$ cat config.mk
export PLATFORM = sky130hd
export DESIGN_NAME = mod3_fwd_conv_serial
export DESIGN_NICKNAME = d
export VERILOG_FILES = /design/src/rtl/mod3_fwd_conv_serial.sv
export SDC_FILE = /design/constraint.sdc
export NUM_CORES = 1
export LEC_CHECK = 0
export BUFFER_PORTS_ARGS = -buffer_cell sky130_fd_sc_hd__buf_2
export CAP_MARGIN = 10
export CORE_UTILIZATION = 45
export DETAILED_ROUTE_END_ITERATION = 7
export PLACE_DENSITY = 0.71
export SLEW_MARGIN = 20
export SYNTH_ARGS = -nofsm -noshare
export SYNTH_HDL_FRONTEND = slang
export SYNTH_SLANG_ARGS = --single-unit
$ cat constraint.sdc
create_clock -name clk -period 3.25 [get_ports clk]
set_input_delay 0.65 -clock clk [delete_from_list [all_inputs] [get_ports clk]]
set_output_delay 0.65 -clock clk [all_outputs]
set_load 0.02 [all_outputs]
$ cat src/rtl/mod3_fwd_conv_serial.sv
// Bit-serial binary -> residue mod 3 converter, LSB first, one bit per clock.
// Optional macro MOD3_EARLY_EXIT_EN: finish as soon as the remaining operand bits are all zero.
module mod3_fwd_conv_serial #(
    parameter int DATA_W = 32
) (
    input  logic              clk,
    input  logic              rst_n,
    input  logic              in_valid,
    output logic              in_ready,
    input  logic [DATA_W-1:0] in_data,
    output logic              out_valid,
    input  logic              out_ready,
    output logic [1:0]        out_res,
    output logic              busy,
    output logic [1:0]        dbg_state
);
    localparam int IDX_W = $clog2(DATA_W) + 1;
    localparam logic [IDX_W-1:0] LAST_IDX = IDX_W'(DATA_W - 1);

    typedef enum logic [1:0] {
        IDLE  = 2'd0,
        ACCUM = 2'd1,
        DONE  = 2'd2
    } state_t;

    state_t            state;
    logic [DATA_W-1:0] sh;
    logic [IDX_W-1:0]  idx;
    logic [1:0]        acc;

    logic [2:0]        wgt;
    logic [2:0]        t;
    logic [2:0]        t_red;
    logic [1:0]        acc_nxt;
    logic [DATA_W-1:0] sh_nxt;
    logic              last;

    // Bit i weighs 2^i mod 3: 1 for even i, 2 for odd i. t never exceeds 4.
    always_comb begin
        wgt     = sh[0] ? (idx[0] ? 3'd2 : 3'd1) : 3'd0;
        t       = {1'b0, acc} + wgt;
        t_red   = (t >= 3'd3) ? (t - 3'd3) : t;
        acc_nxt = t_red[1:0];
        sh_nxt  = sh >> 1;
`ifdef MOD3_EARLY_EXIT_EN
        last    = (idx == LAST_IDX) || (sh_nxt == '0);
`else
        last    = (idx == LAST_IDX);
`endif
    end

    // Handshakes: a transfer happens on a rising edge where valid && ready are both high;
    // valid never waits on ready, and in_ready/out_valid are never high in the same cycle.
    always_ff @(posedge clk or negedge rst_n) begin
        if (!rst_n) begin
            state     <= IDLE;
            sh        <= '0;
            idx       <= '0;
            acc       <= '0;
            in_ready  <= 1'b1;
            out_valid <= 1'b0;
            busy      <= 1'b0;
        end else begin
            case (state)
                IDLE: begin
                    if (in_valid) begin
                        sh       <= in_data;
                        idx      <= '0;
                        acc      <= '0;
                        state    <= ACCUM;
                        in_ready <= 1'b0;
                        busy     <= 1'b1;
                    end
                end
                ACCUM: begin
                    acc <= acc_nxt;
                    sh  <= sh_nxt;
                    idx <= idx + 1'b1;
                    if (last) begin
                        state     <= DONE;
                        out_valid <= 1'b1;
                    end
                end
                DONE: begin
                    if (out_ready) begin
                        state     <= IDLE;
                        out_valid <= 1'b0;
                        busy      <= 1'b0;
                        in_ready  <= 1'b1;
                    end
                end
                default: begin
                    state     <= IDLE;
                    in_ready  <= 1'b1;
                    out_valid <= 1'b0;
                    busy      <= 1'b0;
                end
            endcase
        end
    end

    assign out_res   = acc;
    assign dbg_state = state;
endmodule
== After elaboration in Yosys (flattened, before gate mapping) ==
Cells that the tools add are included.
Word-level totals
  flip-flop bits (word level): 45
  bits of input ports: 36
  word-level logic and storage cells: 46
Cells by class
  add/sub/neg operators: 3
  $lt $le $gt $ge: 1
  equal/unequal tests: 6
  muxes and demuxes: 21
  bitwise operators: 2
  reductions and logical operators: 6
Operator list (number)
  32-bit one-hot mux with 2 select lines: 1
  32-bit two-way mux: 1
  2-bit two-way mux: 7
  6-bit one-hot mux with 2 select lines: 1
  1-bit one-hot mux with 3 select lines: 3
  3-bit AND reduction: 3
  6-bit by 1-bit adder with 6-bit output, second input constant: 1
  6-bit by 5-bit equality test with 1-bit output, second input constant: 1
  6-bit two-way mux: 1
  2-bit inequality test, second input constant: 3
  2-bit one-hot mux with 3 select lines: 1
  1-bit two-way mux: 5
  2-bit one-hot mux with 2 select lines: 1
  2-bit by 2-bit adder with 3-bit output: 1
  3-bit by 2-bit >= comparator with 1-bit output, second input constant: 1
  2-bit by 1-bit equality test with 1-bit output, second input constant: 1
  2-bit equality test, second input constant: 1
  2-bit logical NOT: 1
  1-bit NOT: 2
  2-bit AND reduction: 1
  2-bit nonzero test: 1
  2-bit subtractor, second input constant: 1

== Depth between registers and ports, before layout ==
  word-level depth: 6
  mapped depth: 9
  depth with buffers taken out: 9

== Worst setup path after synthesis ==
Ideal clock, no wire load.
  path type: reg-to-reg
  start point: register idx[0]
  end point: register acc[0], in the netlist out_res[0]
  setup time: 0.121 ns
  arrival: 1.903 ns
  required time: 3.129 ns
  setup slack: 1.226 ns
  stages on the path, launching flop included: 10
  buffers on the path: 0
  cells stage by stage: dfrtp_1 nor2b_1 ha_1 inv_1 fa_1 inv_1 ha_1 nor3b_1 a21oi_1 a22o_1
Between the ends
  word-level cells in the longest chain between the ends: 6
  elaborated cells on any way between the ends: 7
  classes of those cells: add/sub (2); order compare (1); mux (4)
RTL lines
  start: declaration: line 28  | logic [IDX_W-1:0] idx;
  start signal: assignment: line 78  | idx <= idx + 1'b1;
  2-bit two-way mux (*) (2 in a row): line 40  | wgt = sh[0] ? (idx[0] ? 3'd2 : 3'd1) : 3'd0;
  2-bit by 2-bit adder with 3-bit output (*): line 41  | t = {1'b0, acc} + wgt;
  3-bit by 2-bit >= comparator with 1-bit output / 2-bit subtractor (equally long branches): line 42  | t_red = (t >= 3'd3) ? (t - 3'd3) : t;
  2-bit two-way mux (*): line 42
  2-bit one-hot mux with 2 select lines (*): line 64  | case (state)
  end signal: assignment: line 76  | acc <= acc_nxt;
  end: declaration: line 29  | logic [1:0] acc;
Mark *: on every way between the ends. The rest lies on a longest branch, timed or not.
A chain may end at the register's enable or synchronous reset.

== Worst setup path after layout ==
Ends and elaborated chain as after synthesis.

==> results.json <==
{
  "status": "completed",
  "detail_route.first_pass.iterations": 4,
  "reg2reg_depth": 9,
  "synth_ff_type": "dfrtp_1",
  "design.die.area_mm2": 0.005480,
  "cts.path.max_buffers": 2,
  "tns_ns": 0,
  "crit_fanout": 7,
  "syn_to_final_growth_pct": 10.24,
  "hold_class": "primary input to async pin",
  "drv_slew": 0,
  "root_buffer": "clkbuf_8",
  "p_per_area_mw_per_mm2": 758.7,
  "die_w_um": 74.03,
  "placed_cell_area_mm2": 0.002491,
  "critical_path_class": "register to register",
  "netlist_area_mm2": 0.002335,
  "routed_wl_um": 4732,
  "grt_pass1_wl_um": 7907,
  "die_h_um": 74.03,
  "synth_cell_type_count": 35,
  "cts-resized-gates": 0,
  "crit_required_ns": 3.44,
  "hold_violations": 0,
  "synth_area_per_cell_um2": 9.851,
  "overflow": 0,
  "drt_iter0_markers": 115,
  "final_cells": 337,
  "portBuffers": 42,
  "rsz0062_at_grt": "no",
  "postRouteAntennaNets": 0,
  "critPathLaunch": "idx[0]$_DFFE_PN0P_",
  "leakage_nw": 1.143,
  "wire_per_inst_um": 14.04,
  "core_area_mm2": 0.004848,
  "yosysTopAreaCell": "dfrtp_1",
  "ir_drop_mv": 0.3419,
  "multi_input_area_mm2": 0.001021,
  "cts_htree_levels": 2,
  "final_util_pct": 53.08,
  "r2r_start": "idx[0]$_DFFE_PN0P_",
  "io_pins": 43,
  "fmax_mhz": 461.9,
  "clk-insertion-delay-late_ns": 0.29,
  "tightest_slew_ns": 0.8364,
  "fin_total_pwr_w": 0.001953,
  "cts.clk_slew.worst_paths_ns": 0.08,
  "synth_edf_count": 0,
  "numClockSinks": 45,
  "setup_violations": 0,
  "yosys-top-cells-area": "dfrtp_1 47%, a22oi_1 9.6%, o21ai_1 6.0%",
  "rows": 25,
  "first_global_vias": 1673,
  "period_needed_ns": 2.165,
  "post-synth-top-area-fraction_pct": 47.16,
  "start_util_pct": 48.15,
  "synthCells": 237,
  "end_kind": "register",
  "ys_async_sr_fraction_pct": 100.0,
  "reg2reg_to": "out_res[0]$_DFFE_PN0P_",
  "drt-vias-per-instance": 5.368,
  "worstPathArrival_ns": 2.35,
  "cp_slowest_stage_delay_ns": 0.49,
  "cts_made_buffers": 5,
  "fin_skew_ns": 0.008713,
  "crit_end": "out_res[0]$_DFFE_PN0P_",
  "grt_max_degree": 46,
  "drive_above_1_share_pct": 22.22,
  "reg2reg_slack_ns": 1.09,
  "regArea_mm2": 0.001127,
  "final_common_cell": "dfrtp_1",
  "synth_warnings": 0,
  "max_cap_viol_count": 0,
  "setup.worst_path.start_class": "register",
  "cts_setup_buffers": 0,
  "dr_total_vias": 1809,
  "ctsHoldBuffers": 0,
  "timing.slew.headroom_pct": 43.99,
  "fillers": 448,
  "cp_cell_sequence": "nor2b_1 > ha_1 > inv_1 > fa_1 > inv_1 > ha_1 > nor3b_1 > a21oi_1 > a22o_1",
  "place_congestion": 0.7200,
  "grt_usage_pct": 18.72,
  "path_delay_family": "adder cells",
  "place_inst": 329,
  "path_buf_inv": 2,
  "crit_cells": 9,
  "nets": 309,
  "ys_seq_area_share_pct": 48.29,
  "fin_area_mm2": 0.002574,
  "cts_tree": "built",
  "ys_ff_latch": 45,
  "period_share_pct": 66.61,
  "place_hpwl_um": 3033,
  "cp_slowest_cell": "fa_1",
  "antenna_found_initial": 0,
  "syn_nets": 277,
  "antenna_cells": 0,
  "drc_errors": 0,
  "layout.cells.most_common_list": "44 x dfrtp_1, 41 x buf_2, 30 x nand2_1, 30 x a22oi_1, 28 x o21ai_1"
}
[cell usage after synthesis, types with 3 or more instances]
master / n
clkbuf_1: 3
buf_6: 7
nand3_1: 3
a21oi_2: 5
nor2b_1: 16
dfrtp_1: 44
o21ai_1: 28
o21ai_0: 9
nand2_1: 30
nor2_1: 3
a22oi_1: 30
inv_1: 7
a21oi_1: 15
buf_4: 4
buf_2: 5
ha_1: 3
[cells by family (layout without fill, tap and decap cells)]
family | Yosys count | in the layout | synth area share, %
AOI/OAI and AO/OA | 98 | 98 | 26.90
and+or+nand+nor | 62 | 62 | 13.93
buffers and inverters | 27 | 60 | 7.985
muxes | 1 | 1 | 0.4287
DFF | 45 | 45 | 48.29
adders and majority gates | 4 | 4 | 2.465
[layer usage]
metal / routed length (µm) / vias to the layer above / global-route usage (%) / part of all wire (%)
met5: 0 / - / 0 / 0
met4: 70 / 0 / 5.342 / 1.5
met3: 173 / 8 / 4.201 / 3.7
met2: 2117 / 31 / 28.18 / 45
met1: 2370 / 865 / 27.18 / 50
li1: - / 905 / - / -
[report_power, final]
group | switching [W] | internal (W) | total [W]
Clock | 0.000180 | 0.000153 | 0.000333
Combinational | 0.000378 | 0.000323 | 0.000701
Sequential | 0.000153 | 0.000766 | 0.000919
[stage by stage]
stage | hold WS (ns) | worst slack, ns
detailed placement | 0.4707 | 1.088
global route | 0.3886 | 0.9640
global placement | 0.4613 | 1.118
floorplan | 0.3544 | 1.226
CTS | 0.4893 | 1.076
finish | 0.3350 | 1.085
[worst register-to-register path, stage by stage, from the launching register on]
cell,delay [ns]
dfrtp_1,0.46
nor2b_1,0.15
ha_1,0.15
inv_1,0.05
fa_1,0.49
inv_1,0.05
ha_1,0.20
nor3b_1,0.26
a21oi_1,0.07
a22o_1,0.20
[worst min-delay path by stage]
stage,start,end,slack (ns),depth (start not counted)
finish,rst_n,out_res[1]$_DFFE_PN0P_,0.34,1
global route,rst_n,sh[1]$_DFFE_PN0P_,0.39,1
CTS,sh[2]$_DFFE_PN0P_,sh[2]$_DFFE_PN0P_,0.49,2
detailed placement,sh[2]$_DFFE_PN0P_,sh[2]$_DFFE_PN0P_,0.47,2
global placement,sh[2]$_DFFE_PN0P_,sh[2]$_DFFE_PN0P_,0.46,2
floorplan,rst_n,busy$_DFFE_PN0P_,0.35,0
[flip-flops by register name, indices dropped and copies added, names as in the netlist]
signal     count
idx            6
dbg_state      2
sh            32
busy           1
in_ready       1
out_valid      1
out_res        2
[area by class of cell]
class	instances	share of cell area, %
clock buffers	8	3.111
repair buffers	45	9.140
multi-input cells	165	39.67
flip-flops and latches	45	43.80
inverters	7	1.021
well taps	67	3.257
(Power assumes the default switching activity.)
